## config.mk

```make
export PLATFORM = sky130hd
export DESIGN_NAME = ps2_scancode_rx_flat
export DESIGN_NICKNAME = d
export VERILOG_FILES = /design/src/rtl/ps2_scancode_rx_if.sv /design/src/rtl/ps2_scancode_rx.sv /design/src/flat_wrapper.sv
export SDC_FILE = /design/constraint.sdc
export NUM_CORES = 1
export LEC_CHECK = 0
export CAP_MARGIN = 20
export CORE_MARGIN = 1
export CORE_UTILIZATION = 50
export DETAILED_ROUTE_END_ITERATION = 16
export PLACE_DENSITY = 0.65
export SYNTH_ARGS = -nofsm -noshare
export SYNTH_HDL_FRONTEND = slang
export SYNTH_SLANG_ARGS = --single-unit
```

## constraint.sdc

```tcl
create_clock -name clk -period 3.8 [get_ports clk]
set_input_delay 0.76 -clock clk [delete_from_list [all_inputs] [get_ports clk]]
set_output_delay 0.76 -clock clk [all_outputs]
set_load 0.05 [all_outputs]
```

## src/rtl/ps2_scancode_rx_if.sv

```systemverilog
// ps2_scancode_rx_if: received-scancode bus from the PS/2 receive stage.
// master drives scancode/valid/frame_err; slave (display side) observes.
interface ps2_scancode_rx_if;
  logic [7:0] scancode;
  logic       valid;
  logic       frame_err;

  modport master (
    output scancode,
    output valid,
    output frame_err
  );

  modport slave (
    input scancode,
    input valid,
    input frame_err
  );
endinterface

```

## src/rtl/ps2_scancode_rx.sv

```systemverilog
// ps2_scancode_rx: PS/2 keyboard receiver. Syncs and deglitches ps2_clk,
// shifts 11-bit frames LSB first, checks odd parity and stop bit, and
// abandons stalled partial frames after TIMEOUT_CYCLES clk cycles.
// Ports: clk, rst (sync, active-high), ps2_clk, ps2_data (async inputs),
//   rx (master): scancode (last good byte), valid, frame_err (1-cycle strobes).
// Option: define BREAK_SUPPRESS_EN to swallow F0 break prefixes and the
//   release code that follows, so only make codes are presented.
module ps2_scancode_rx #(
  parameter int FILTER_LEN     = 4,
  parameter int TIMEOUT_CYCLES = 50000
) (
  input  logic               clk,
  input  logic               rst,
  input  logic               ps2_clk,
  input  logic               ps2_data,
  ps2_scancode_rx_if.master  rx
);

  localparam int FW = (FILTER_LEN > 2) ? $clog2(FILTER_LEN) : 1;
  localparam int TW = $clog2(TIMEOUT_CYCLES);

  localparam logic [FW-1:0] FMAX = FW'(FILTER_LEN - 1);
  localparam logic [TW-1:0] TMAX = TW'(TIMEOUT_CYCLES - 1);

  typedef enum logic [1:0] {
    S_IDLE,
    S_DATA,
    S_PAR,
    S_STOP
  } state_t;

  logic          clk_s1;
  logic          clk_s2;
  logic          dat_s1;
  logic          dat_s2;
  logic          filt_lvl;
  logic          filt_prev;
  logic [FW-1:0] filt_cnt;
  logic          fe;

  state_t        state;
  logic [2:0]    bit_cnt;
  logic [7:0]    shreg;
  logic          par;
  logic [TW-1:0] to_cnt;
  logic          good;

`ifdef BREAK_SUPPRESS_EN
  logic          brk;
`endif

  // Two-flop synchronisers, then a run-length filter on the clock line:
  // the filtered level only follows after FILTER_LEN disagreeing samples.
  always_ff @(posedge clk) begin
    if (rst) begin
      clk_s1    <= 1'b1;
      clk_s2    <= 1'b1;
      dat_s1    <= 1'b1;
      dat_s2    <= 1'b1;
      filt_lvl  <= 1'b1;
      filt_prev <= 1'b1;
      filt_cnt  <= '0;
    end else begin
      clk_s1    <= ps2_clk;
      clk_s2    <= clk_s1;
      dat_s1    <= ps2_data;
      dat_s2    <= dat_s1;
      filt_prev <= filt_lvl;
      if (clk_s2 != filt_lvl) begin
        if (filt_cnt == FMAX) begin
          filt_lvl <= clk_s2;
          filt_cnt <= '0;
        end else begin
          filt_cnt <= filt_cnt + FW'(1);
        end
      end else begin
        filt_cnt <= '0;
      end
    end
  end

  assign fe   = filt_prev & ~filt_lvl;
  assign good = dat_s2 & (^{shreg, par});

  always_ff @(posedge clk) begin
    if (rst) begin
      state        <= S_IDLE;
      bit_cnt      <= '0;
      shreg        <= '0;
      par          <= 1'b0;
      to_cnt       <= '0;
      rx.scancode  <= '0;
      rx.valid     <= 1'b0;
      rx.frame_err <= 1'b0;
`ifdef BREAK_SUPPRESS_EN
      brk          <= 1'b0;
`endif
    end else begin
      rx.valid     <= 1'b0;
      rx.frame_err <= 1'b0;

      if (fe || state == S_IDLE) begin
        to_cnt <= '0;
      end else if (to_cnt != TMAX) begin
        to_cnt <= to_cnt + TW'(1);
      end

      if (fe) begin
        unique case (state)
          S_IDLE: begin
            if (!dat_s2) begin
              state   <= S_DATA;
              bit_cnt <= '0;
            end
          end
          S_DATA: begin
            shreg <= {dat_s2, shreg[7:1]};
            if (bit_cnt == 3'd7) begin
              state <= S_PAR;
            end else begin
              bit_cnt <= bit_cnt + 3'd1;
            end
          end
          S_PAR: begin
            par   <= dat_s2;
            state <= S_STOP;
          end
          S_STOP: begin
            state <= S_IDLE;
`ifdef BREAK_SUPPRESS_EN
            if (!good) begin
              rx.frame_err <= 1'b1;
              brk          <= 1'b0;
            end else if (brk) begin
              brk <= 1'b0;
            end else if (shreg == 8'hF0) begin
              brk <= 1'b1;
            end else begin
              rx.scancode <= shreg;
              rx.valid    <= 1'b1;
            end
`else
            if (good) begin
              rx.scancode <= shreg;
              rx.valid    <= 1'b1;
            end else begin
              rx.frame_err <= 1'b1;
            end
`endif
          end
        endcase
      end else if (state != S_IDLE && to_cnt == TMAX) begin
        // Device stopped clocking mid-frame: drop the partial byte.
        state        <= S_IDLE;
        rx.frame_err <= 1'b1;
`ifdef BREAK_SUPPRESS_EN
        brk          <= 1'b0;
`endif
      end
    end
  end

endmodule
```

## src/flat_wrapper.sv

```systemverilog
// flat-port wrapper written by rule: the top's interface ports become plain ports
module ps2_scancode_rx_flat 
#(
  parameter int FILTER_LEN     = 4,
  parameter int TIMEOUT_CYCLES = 50000
)
  (clk, rst, ps2_clk, ps2_data, rx_scancode, rx_valid, rx_frame_err);
  ps2_scancode_rx_if rx_i ();
  input  logic clk;
  input  logic rst;
  input  logic ps2_clk;
  input  logic ps2_data;
  output wire logic [$bits(rx_i.scancode)-1:0] rx_scancode;
  output wire logic [$bits(rx_i.valid)-1:0] rx_valid;
  output wire logic [$bits(rx_i.frame_err)-1:0] rx_frame_err;
  assign rx_scancode = rx_i.scancode;
  assign rx_valid = rx_i.valid;
  assign rx_frame_err = rx_i.frame_err;
  ps2_scancode_rx #(.FILTER_LEN(FILTER_LEN), .TIMEOUT_CYCLES(TIMEOUT_CYCLES)) u_core (.clk(clk), .rst(rst), .ps2_clk(ps2_clk), .ps2_data(ps2_data), .rx(rx_i));
endmodule
```

==> out/qor.csv, run 1 <==
stage,metric,value,unit
outcome,status,"finished, final reports clean",
worst_setup_path,cp_top_family,buffers and inverters,
floorplanning,dieArea,4840,µm²
synth,yosysWarningCount,0,
global_routing,first_global_vias,1488,
worst_setup_path,slowest_delay,0.80,ns
pwr,peakVddDrop,0.168,mV
synth,synth_cell_type_count,39,
worst_setup_path,crit_type,reg2out,
floorplanning,row_count,24,
worst_setup_path,startpoint,u_core.rx.scancode[7]$_SDFFE_PP0P_,
pwr,p_int,708,µW
timing,worstMarginPinSlew,0.849,ns
routing,drc_errors,0,
synth,postSynthAreaPerCell,9.68,µm²
timing,slew_viol_final,0,
timing,fmax,454,MHz
clock_tree,post_cts_buffers,0,
routing,vias,1623,
synth,synth_area,2280,µm²
global_routing,grtUsageTotal,16.6,%
routing,drt_iter0_drc,110,
floorplanning,initial_core_util,52.1,%
pwr,comb_power_share,1.7,%
worst_setup_path,start_kind,flop,
pwr,seqPwrFrac,57.5,%
pwr,leakage,0.908,nW
worst_setup_path,cpMaxStageDelayCell,clkdlybuf4s50_1,
final_layout,layout_common_cells,"dfxtp_1 (48), mux2i_1 (19), nand2b_1 (18)",
timing,min_period,2.20,ns
worst_setup_path,cp_max_fo,2,
synth,synthCells,236,
clock_tree,cts_tree,built,
placed_design,dp_hpwl,2500,µm
pwr,swShare,19.6,%
synth,synth_xor_area_share,6.85,%
final_layout,drive_above_1_share,9.76,%
floorplanning,die_h,69.6,µm
clock_tree,insertion_delay,0.30,ns
final_layout,layout_commonest_cell,dfxtp_1,
worst_setup_path,r2r_cells,4,
clock_tree,root_buffer,clkbuf_8,
global_routing,antenna_found_initial,0,
routing,vias_per_cell,5.45,
clock_tree,cts_buffers,5,
timing,clock_skew,0.00610,ns
global_routing,grt-ovfl-total,0,
worst_setup_path,critPathRequiredTime,3.04,ns
placed_design,port_buffers,13,
floorplanning,die_w,69.6,µm
worst_setup_path,r2r_end,u_core.bit_cnt[0]$_SDFFE_PP0P_,
placed_design,gp_congestion,0.734,
worst_setup_path,crit_chain,clkdlybuf4s50_1,
worst_hold_path,hold_end,u_core.dat_s2$_SDFF_PP1_,
synth,yosys.area_share.adder,4.38,%
routing,first_pass_iters,6,
routing,drt-total-wl,3700,µm
synth,synth_nets,248,
timing,setup_viol,0,
flow_run,drv_cap,0,
final_layout,finalNetCount,257,
worst_hold_path,min_from,u_core.dat_s1$_SDFF_PP1_,
clock_tree,cts_resized,0,
clock_tree,clock_path_buffers,2,
pwr,finalPower,881,µW
synth,synth_compound_gate_area_share,7.62,%
floorplanning,core-area,4380,µm²
timing,rsz0062_at_grt,no,
synth,synth_seq_cells,48,
routing,ant_nets,0,
worst_setup_path,path_buf_inv,1,
timing,relSlewSlack,43.3,%
synth,synth_top_family_by_area,simple AND/OR/NAND/NOR gates,
final_layout,n_antenna_cell,0,
worst_setup_path,critical_path_arrival,1.44,ns
routing,wire_per_inst,12.4,µm
global_routing,grt_pass1_wl,6550,µm
timing,min_period_over_period,58.0,%
final_layout,areaGrowthSynthToFinish,11.3,%
worst_setup_path,worstReg2RegStart,u_core.filt_lvl$_SDFFE_PP1P_,
clock_tree,hold_buffers,0,
clock_tree,clock_sinks,48,
worst_setup_path,cp-end-kind,primary output,
timing,tns,0,ns
pwr,clockPowerShare,40.8,%
timing,hold_violations,0,
synth,synth.mux.area_fraction,9.32,%
pwr,switching_power,172,µW
worst_hold_path,hold_path_class,reg2reg,
synth,synth_simple_gate_area_share,26.3,%
pwr,power_density,347,nW/µm²
clock_tree,cts_htree_levels,2,
global_routing,grt_max_degree,42,
final_layout,fin_util,58.0,%
clock_tree,clkTransAtPathRegs,0.09,ns
synth,seq_area_frac_synth,42.1,%
worst_setup_path,reg2reg_slack,1.68,ns
floorplanning,ios,14,
worst_hold_path,worstHoldPathCells,1,
[flip-flops by register name, indices dropped and copies added (netlist names), 2 cells and up]
signal              cells
u_core.bit_cnt          3
u_core.filt_cnt         2
u_core.rx.scancode      8
u_core.shreg            8
u_core.state            2
u_core.to_cnt          16
[power by group through the flow]
stage | registers (mW) | clock network, mW | logic, mW
2_1_floorplan | 0.517 | 0 | 0.0106
3_3_place_gp | 0.518 | 0 | 0.0150
3_5_place_dp | 0.518 | 0 | 0.0150
4_1_cts | 0.506 | 0.372 | 0.0150
5_1_grt | 0.507 | 0.391 | 0.0165
6_report | 0.506 | 0.360 | 0.0147
[cells by family (layout without fill, tap and decap cells)]
group / count (synthesis) / in the layout
simple gates: 101 / 101
flops: 48 / 48
compound gates: 28 / 28
mux: 20 / 20
buf+inv: 18 / 28
xor+xnor: 13 / 13
fa+ha+maj: 8 / 8
[worst reg2reg max path: stages, from the launching register on]
cell and delay, ns:
dfxtp_1 0.34, nor2b_1 0.67, o2111ai_1 0.38, or3b_2 0.54, a21oi_1 0.12
[per-stage QoR]
step	hold WS, ns	cell area (µm²)	worst slack (ns)	std cells
floorplan	0.389	2280	1.91	236
global placement	0.393	2430	1.38	289
detailed placement	0.398	2430	1.37	289
CTS	0.416	2530	1.51	297
global route	0.426	2540	1.45	298
finish	0.413	2540	1.60	298
[layer usage]
| metal | share of wire [%] | up-vias | wire length, µm | GRT usage (%) |
|---|---|---|---|---|
| li1 | - | 843 | - | - |
| met1 | 48 | 756 | 1780 | 21.3 |
| met2 | 49 | 20 | 1800 | 27.4 |
| met3 | 2.3 | 4 | 84 | 4.36 |
| met4 | 0.95 | 0 | 35 | 4.76 |
| met5 | 0 | - | 0 | 0 |
[layout make-up]
type / instances / area [µm²]
Clock buffer: 6 / 72.6
Tap cell: 52 / 65.1
Inverter: 5 / 18.8
Multi-Input combinational cell: 170 / 1240
Sequential cell: 48 / 961
Fill cell: 390 / 1840
Clock inverter: 2 / 35.0
Timing Repair Buffer: 15 / 145
[worst max-delay path by stage]
stage          cells past startpoint                              to  slack [ns]
3_5_place_dp                       4  u_core.rx.frame_err$_SDFF_PP0_        1.37
4_1_cts                            4   u_core.to_cnt[9]$_SDFFE_PP0P_        1.51
2_1_floorplan                      5    u_core.state[1]$_SDFFE_PP0P_        1.91
6_report                           1                  rx_scancode[7]        1.60
3_3_place_gp                       4  u_core.rx.frame_err$_SDFF_PP0_        1.38
5_1_grt                            4  u_core.bit_cnt[0]$_SDFFE_PP0P_        1.45
[synth_stat cells (all sizes together)]
library cell  number  share of area, %
o21ai              4              0.88
dfxtp             48                42
or4                6               2.0
ha                 8               4.4
clkbuf             9               1.5
mux2i             20               9.3
or3b               1              0.38
xor2               5               1.9
and2               1              0.27
o311ai             1              0.71
nand3              9               2.0
and4               2              0.77
xnor3              2               2.0
or4b               1              0.60
or2                8               2.2
nand4bb            1               1.2
nand3b             2              0.66
a211o              1              0.38
or3                4               1.1
o2111ai            1              0.38
inv                5              0.82
a21oi             14               3.1
nor2b              3              0.82
buf                4               1.2
nor2              16               2.6
nor3               3              0.66
xor3               1               1.0
nand2             14               2.3
nor4               1              0.55
o31ai              5               1.6
xnor2              5               1.9
or4bb              1              0.49
nand4              8               2.2
and3               2              0.60
nand2b            18               4.9
o22ai              2              0.55
Power figures use the tool's default switching activity.
==> inputs of run 2 (changes only) <==
==> constraint.sdc (replaced) <==
create_clock -name clk -period 2.2 [get_ports clk]
set_input_delay 0.44 -clock clk [delete_from_list [all_inputs] [get_ports clk]]
set_output_delay 0.44 -clock clk [all_outputs]
set_load 0.05 [all_outputs]
==> out/qor.csv, run 2 (synthesis results as in run 1) <==
stage,metric,value,unit
outcome,status,"finished, final reports clean",
worst_setup_path,crit_type,reg2reg,
floorplanning,row_count,24,
clock_tree,clkTransAtPathRegs,0.09,ns
pwr,p_int,1.14,mW
floorplanning,core-area,4380,µm²
timing,min_period,2.01,ns
placed_design,dp_hpwl,2620,µm
worst_hold_path,hold_path_class,reg2reg,
timing,tns,0,ns
worst_setup_path,cpMaxStageDelayCell,or4_1,
floorplanning,die_h,69.6,µm
placed_design,dp_slack,0.202,ns
pwr,swShare,21.1,%
final_layout,drive_above_1_share,11.2,%
worst_setup_path,cp_top_family,simple AND/OR/NAND/NOR gates,
flow_run,drv_cap,0,
timing,relSlewSlack,66.7,%
floorplanning,initial_core_util,52.1,%
timing,fmax,498,MHz
worst_setup_path,critPathRequiredTime,2.37,ns
final_layout,layout_commonest_cell,dfxtp_1,
final_layout,n_antenna_cell,0,
final_layout,regMostFlops,u_core.to_cnt,
worst_setup_path,cp_max_fo,5,
global_routing,grt_pass1_wl,6680,µm
global_routing,grt-ovfl-total,0,
worst_hold_path,worstHoldPathCells,1,
global_routing,first_global_vias,1529,
timing,worstMarginPinSlew,0.498,ns
worst_hold_path,min_from,u_core.dat_s1$_SDFF_PP1_,
timing,clock_skew,0.00670,ns
placed_design,port_buffers,13,
worst_setup_path,reg2reg_slack,0.19,ns
worst_setup_path,r2r_cells,4,
clock_tree,post_cts_buffers,0,
pwr,switching_power,304,µW
worst_setup_path,slowest_delay,0.66,ns
timing,fin_ws,0.190,ns
worst_setup_path,critical_path_arrival,2.18,ns
final_layout,areaGrowthSynthToFinish,11.8,%
routing,wire_per_inst,12.6,µm
clock_tree,hold_buffers,0,
pwr,comb_power_share,1.8,%
worst_setup_path,worstReg2RegStart,u_core.to_cnt[12]$_SDFFE_PP0P_,
final_layout,largest_reg_flops,16,
timing,min_period_over_period,91.4,%
pwr,leakage,0.912,nW
clock_tree,insertion_delay,0.29,ns
pwr,clockPowerShare,37.7,%
floorplanning,die_w,69.6,µm
pwr,power_density,566,nW/µm²
timing,slew_viol_final,0,
clock_tree,cts_buffers,5,
worst_setup_path,r2r_end,u_core.state[1]$_SDFFE_PP0P_,
clock_tree,root_buffer,clkbuf_8,
routing,drt-total-wl,3780,µm
clock_tree,cts_resized,0,
routing,vias,1588,
clock_tree,cts_tree,built,
clock_tree,clock_path_buffers,2,
timing,rsz0062_at_grt,no,
routing,drc_errors,0,
worst_setup_path,cp-end-kind,flop,
global_routing,antenna_found_initial,0,
timing,hold_violations,0,
clock_tree,clock_sinks,48,
global_routing,grt_max_degree,41,
final_layout,reg_top3,"u_core.to_cnt x16, u_core.rx.scancode x8, u_core.shreg x8",
final_layout,layout_common_cells,"dfxtp_1 (48), mux2i_1 (19), nand2b_1 (18)",
floorplanning,dieArea,4840,µm²
worst_setup_path,crit_chain,or4b_4 > or4_1 > o311ai_2 > a21oi_1,
routing,vias_per_cell,5.28,
pwr,seqPwrFrac,60.5,%
worst_setup_path,start_kind,flop,
timing,setup_viol,0,
clock_tree,cts_htree_levels,2,
worst_hold_path,hold_end,u_core.dat_s2$_SDFF_PP1_,
placed_design,gp_congestion,0.831,
pwr,peakVddDrop,0.291,mV
routing,drt_iter0_drc,79,
global_routing,grtUsageTotal,16.8,%
routing,ant_nets,0,
routing,first_pass_iters,5,
final_layout,finalNetCount,260,
worst_setup_path,path_buf_inv,0,
floorplanning,ios,14,
run 2: how the worst max path moves through the flow:
| stage | endpoint | start | cells after the start | slack [ns] |
|---|---|---|---|---|
| 3_3_place_gp | u_core.state[1]$_SDFFE_PP0P_ | u_core.to_cnt[11]$_SDFFE_PP0P_ | 4 | 0.22 |
| 3_5_place_dp | u_core.state[1]$_SDFFE_PP0P_ | u_core.to_cnt[12]$_SDFFE_PP0P_ | 4 | 0.20 |
| 6_report | u_core.state[1]$_SDFFE_PP0P_ | u_core.to_cnt[12]$_SDFFE_PP0P_ | 4 | 0.19 |
| 2_1_floorplan | u_core.state[1]$_SDFFE_PP0P_ | u_core.to_cnt[12]$_SDFFE_PP0P_ | 5 | 0.31 |
| 4_1_cts | u_core.state[1]$_SDFFE_PP0P_ | u_core.to_cnt[12]$_SDFFE_PP0P_ | 4 | 0.18 |
| 5_1_grt | u_core.state[1]$_SDFFE_PP0P_ | u_core.to_cnt[12]$_SDFFE_PP0P_ | 4 | 0.14 |
run 2: power groups by stage:
stage,logic [mW],registers [mW],clock network [mW]
2_1_floorplan,0.0183,0.893,0
3_3_place_gp,0.0262,0.895,0
3_5_place_dp,0.0268,0.895,0
4_1_cts,0.0267,0.875,0.574
5_1_grt,0.0287,0.876,0.604
6_report,0.0262,0.874,0.544
run 2: final cells by class:
| type | instances | area [µm²] |
|---|---|---|
| clock inverters | 2 | 15.0 |
| fillers | 396 | 1830 |
| inverters | 5 | 18.8 |
| flip-flops and latches | 48 | 961 |
| well taps | 52 | 65.1 |
| clock buffers | 6 | 82.6 |
| repair buffers | 18 | 168 |
| multi-input cells | 170 | 1240 |
run 2: routing by layer:
layer / vias up / GRT usage (%) / part of all wire, %
met5: - / 0 / 0
met4: 0 / 5.44 / 0.66
met3: 2 / 3.92 / 2.9
met2: 24 / 28.6 / 47
met1: 712 / 21.0 / 49
li1: 850 / - / -
run 2: through the flow:
step	hold slack (ns)	total power [mW]	area, µm²	cells	util (%)
4_1_cts	0.424	1.47	2550	301	58.2
5_1_grt	0.436	1.51	2550	301	58.2
3_3_place_gp	0.392	0.921	2460	293	56.0
2_1_floorplan	0.389	0.912	2280	236	-
6_report	0.419	1.44	2550	301	58.2
3_5_place_dp	0.400	0.922	2460	293	56.0
==> inputs of run 3 (changes only) <==
--- a/config.mk
+++ b/config.mk
@@ -7,9 +7,10 @@
 export LEC_CHECK = 0
 export CAP_MARGIN = 20
 export CORE_MARGIN = 1
-export CORE_UTILIZATION = 50
+export CORE_UTILIZATION = 35
 export DETAILED_ROUTE_END_ITERATION = 16
-export PLACE_DENSITY = 0.65
+export PLACE_DENSITY = 0.48
+export SLEW_MARGIN = 40
 export SYNTH_ARGS = -nofsm -noshare
 export SYNTH_HDL_FRONTEND = slang
 export SYNTH_SLANG_ARGS = --single-unit
==> out/qor.csv, run 3 (synthesis results as in run 1) <==
stage,metric,value,unit
outcome,status,"finished, final reports clean",
final_layout,largest_reg_flops,16,
timing,rsz0062_at_grt,no,
worst_setup_path,worstReg2RegStart,u_core.to_cnt[12]$_SDFFE_PP0P_,
timing,setup_viol,0,
floorplanning,row_count,29,
routing,ant_nets,0,
worst_setup_path,cp_top_family,simple AND/OR/NAND/NOR gates,
worst_setup_path,reg2reg_slack,0.20,ns
routing,vias_per_cell,4.92,
worst_hold_path,hold_path_class,reg2reg,
worst_setup_path,crit_type,reg2reg,
worst_setup_path,cpMaxStageDelayCell,or4_1,
floorplanning,die_w,82.8,µm
routing,drt-total-wl,3980,µm
routing,drc_errors,0,
global_routing,grt_pass1_wl,6670,µm
final_layout,n_fill_cell,635,
timing,min_period,2.00,ns
clock_tree,cts_htree_levels,2,
routing,drt_iter0_drc,54,
worst_setup_path,cp-end-kind,flop,
global_routing,grt-ovfl-total,0,
worst_setup_path,critical_path_arrival,2.19,ns
routing,vias,1594,
clock_tree,hold_buffers,0,
floorplanning,initial_core_util,36.2,%
timing,min_period_over_period,91.1,%
placed_design,dp_hpwl,2730,µm
global_routing,grtUsageTotal,13.1,%
timing,hold_violations,0,
worst_setup_path,critPathRequiredTime,2.38,ns
timing,fin_ws,0.196,ns
final_layout,layout_commonest_cell,dfxtp_1,
floorplanning,dieArea,6850,µm²
timing,fmax,499,MHz
clock_tree,insertion_delay,0.30,ns
floorplanning,ios,14,
worst_setup_path,r2r_end,u_core.state[1]$_SDFFE_PP0P_,
placed_design,port_buffers,13,
clock_tree,cts_resized,0,
worst_setup_path,crit_chain,or4b_4 > or4_1 > o311ai_2 > a21oi_1,
global_routing,grt_max_degree,41,
final_layout,drive_above_1_share,10.1,%
timing,slew_viol_final,0,
final_layout,finalNetCount,259,
pwr,power_density,546,nW/µm²
clock_tree,post_cts_buffers,0,
routing,first_pass_iters,4,
worst_setup_path,path_buf_inv,0,
worst_setup_path,slowest_delay,0.67,ns
final_layout,areaGrowthSynthToFinish,12.0,%
timing,worstMarginPinSlew,0.600,ns
floorplanning,core-area,6310,µm²
final_layout,regMostFlops,u_core.to_cnt,
timing,clock_skew,0.00926,ns
clock_tree,clock_sinks,48,
timing,holdWs,0.414,ns
worst_setup_path,start_kind,flop,
final_layout,reg_top3,"u_core.to_cnt x16, u_core.rx.scancode x8, u_core.shreg x8",
global_routing,antenna_found_initial,0,
worst_setup_path,cp_max_fo,5,
timing,relSlewSlack,60.0,%
final_layout,layout_common_cells,"dfxtp_1 (48), mux2i_1 (19), nand2b_1 (18)",
floorplanning,die_h,82.8,µm
placed_design,dp_slack,0.180,ns
worst_hold_path,hold_end,u_core.dat_s2$_SDFF_PP1_,
clock_tree,cts_tree,built,
worst_setup_path,startpoint,u_core.to_cnt[12]$_SDFFE_PP0P_,
worst_setup_path,r2r_cells,4,
clock_tree,cts_buffers,5,
flow_run,drv_cap,0,
clock_tree,clkTransAtPathRegs,0.09,ns
timing,tns,0,ns
pwr,leakage,0.905,nW
clock_tree,clock_path_buffers,2,
worst_hold_path,worstHoldPathCells,1,
final_layout,n_antenna_cell,0,
global_routing,first_global_vias,1477,
worst_hold_path,min_from,u_core.dat_s1$_SDFF_PP1_,
clock_tree,root_buffer,clkbuf_8,
routing,wire_per_inst,12.3,µm
placed_design,gp_congestion,0.702,
pwr,peakVddDrop,0.224,mV
run 3: worst max path at each step:
stage	to	slack [ns]	cells after the start
after floorplan	u_core.state[1]$_SDFFE_PP0P_	0.31	5
after global placement	u_core.state[1]$_SDFFE_PP0P_	0.20	4
after detailed placement	u_core.state[1]$_SDFFE_PP0P_	0.18	4
after CTS	u_core.state[1]$_SDFFE_PP0P_	0.18	4
after global routing	u_core.state[1]$_SDFFE_PP0P_	0.10	4
final	u_core.state[1]$_SDFFE_PP0P_	0.20	4
run 3: layout make-up:
| class | instances | area, µm² | area share (%) |
|---|---|---|---|
| multi-input combinational | 170 | 1240 | 48.6 |
| sequential | 48 | 961 | 37.6 |
| timing repair buffer | 17 | 160 | 6.26 |
| tap | 77 | 96.3 | 3.77 |
| clock buffer | 6 | 72.6 | 2.84 |
| inverter | 5 | 18.8 | 0.734 |
| clock inverter | 1 | 5.00 | 0.196 |
run 3: layer usage:
metal | vias to the layer above | track usage, % | share of wire [%]
met5 | - | 0 | 0
met4 | 0 | 5.17 | 1.3
met3 | 5 | 3.93 | 2.6
met2 | 19 | 20.9 | 45
met1 | 721 | 16.4 | 51
li1 | 849 | - | -
run 3: report_power, final:
| part | total (mW) | switching (mW) | internal, mW | leakage [nW] |
|---|---|---|---|---|
| combinational | 0.0261 | 0.0121 | 0.0140 | 0.476 |
| clock | 0.497 | 0.280 | 0.217 | 0.0410 |
| sequential | 0.874 | 0.00258 | 0.872 | 0.388 |
| total | 1.40 | 0.295 | 1.10 | 0.905 |
run 3: through the flow:
stage	area [µm²]	utilization, %	instances	total power [mW]
2_1_floorplan	2280	-	236	0.912
3_3_place_gp	2480	39.3	317	0.921
3_5_place_dp	2480	39.3	317	0.922
4_1_cts	2560	40.5	324	1.43
5_1_grt	2560	40.5	324	1.47
6_report	2560	40.5	324	1.40
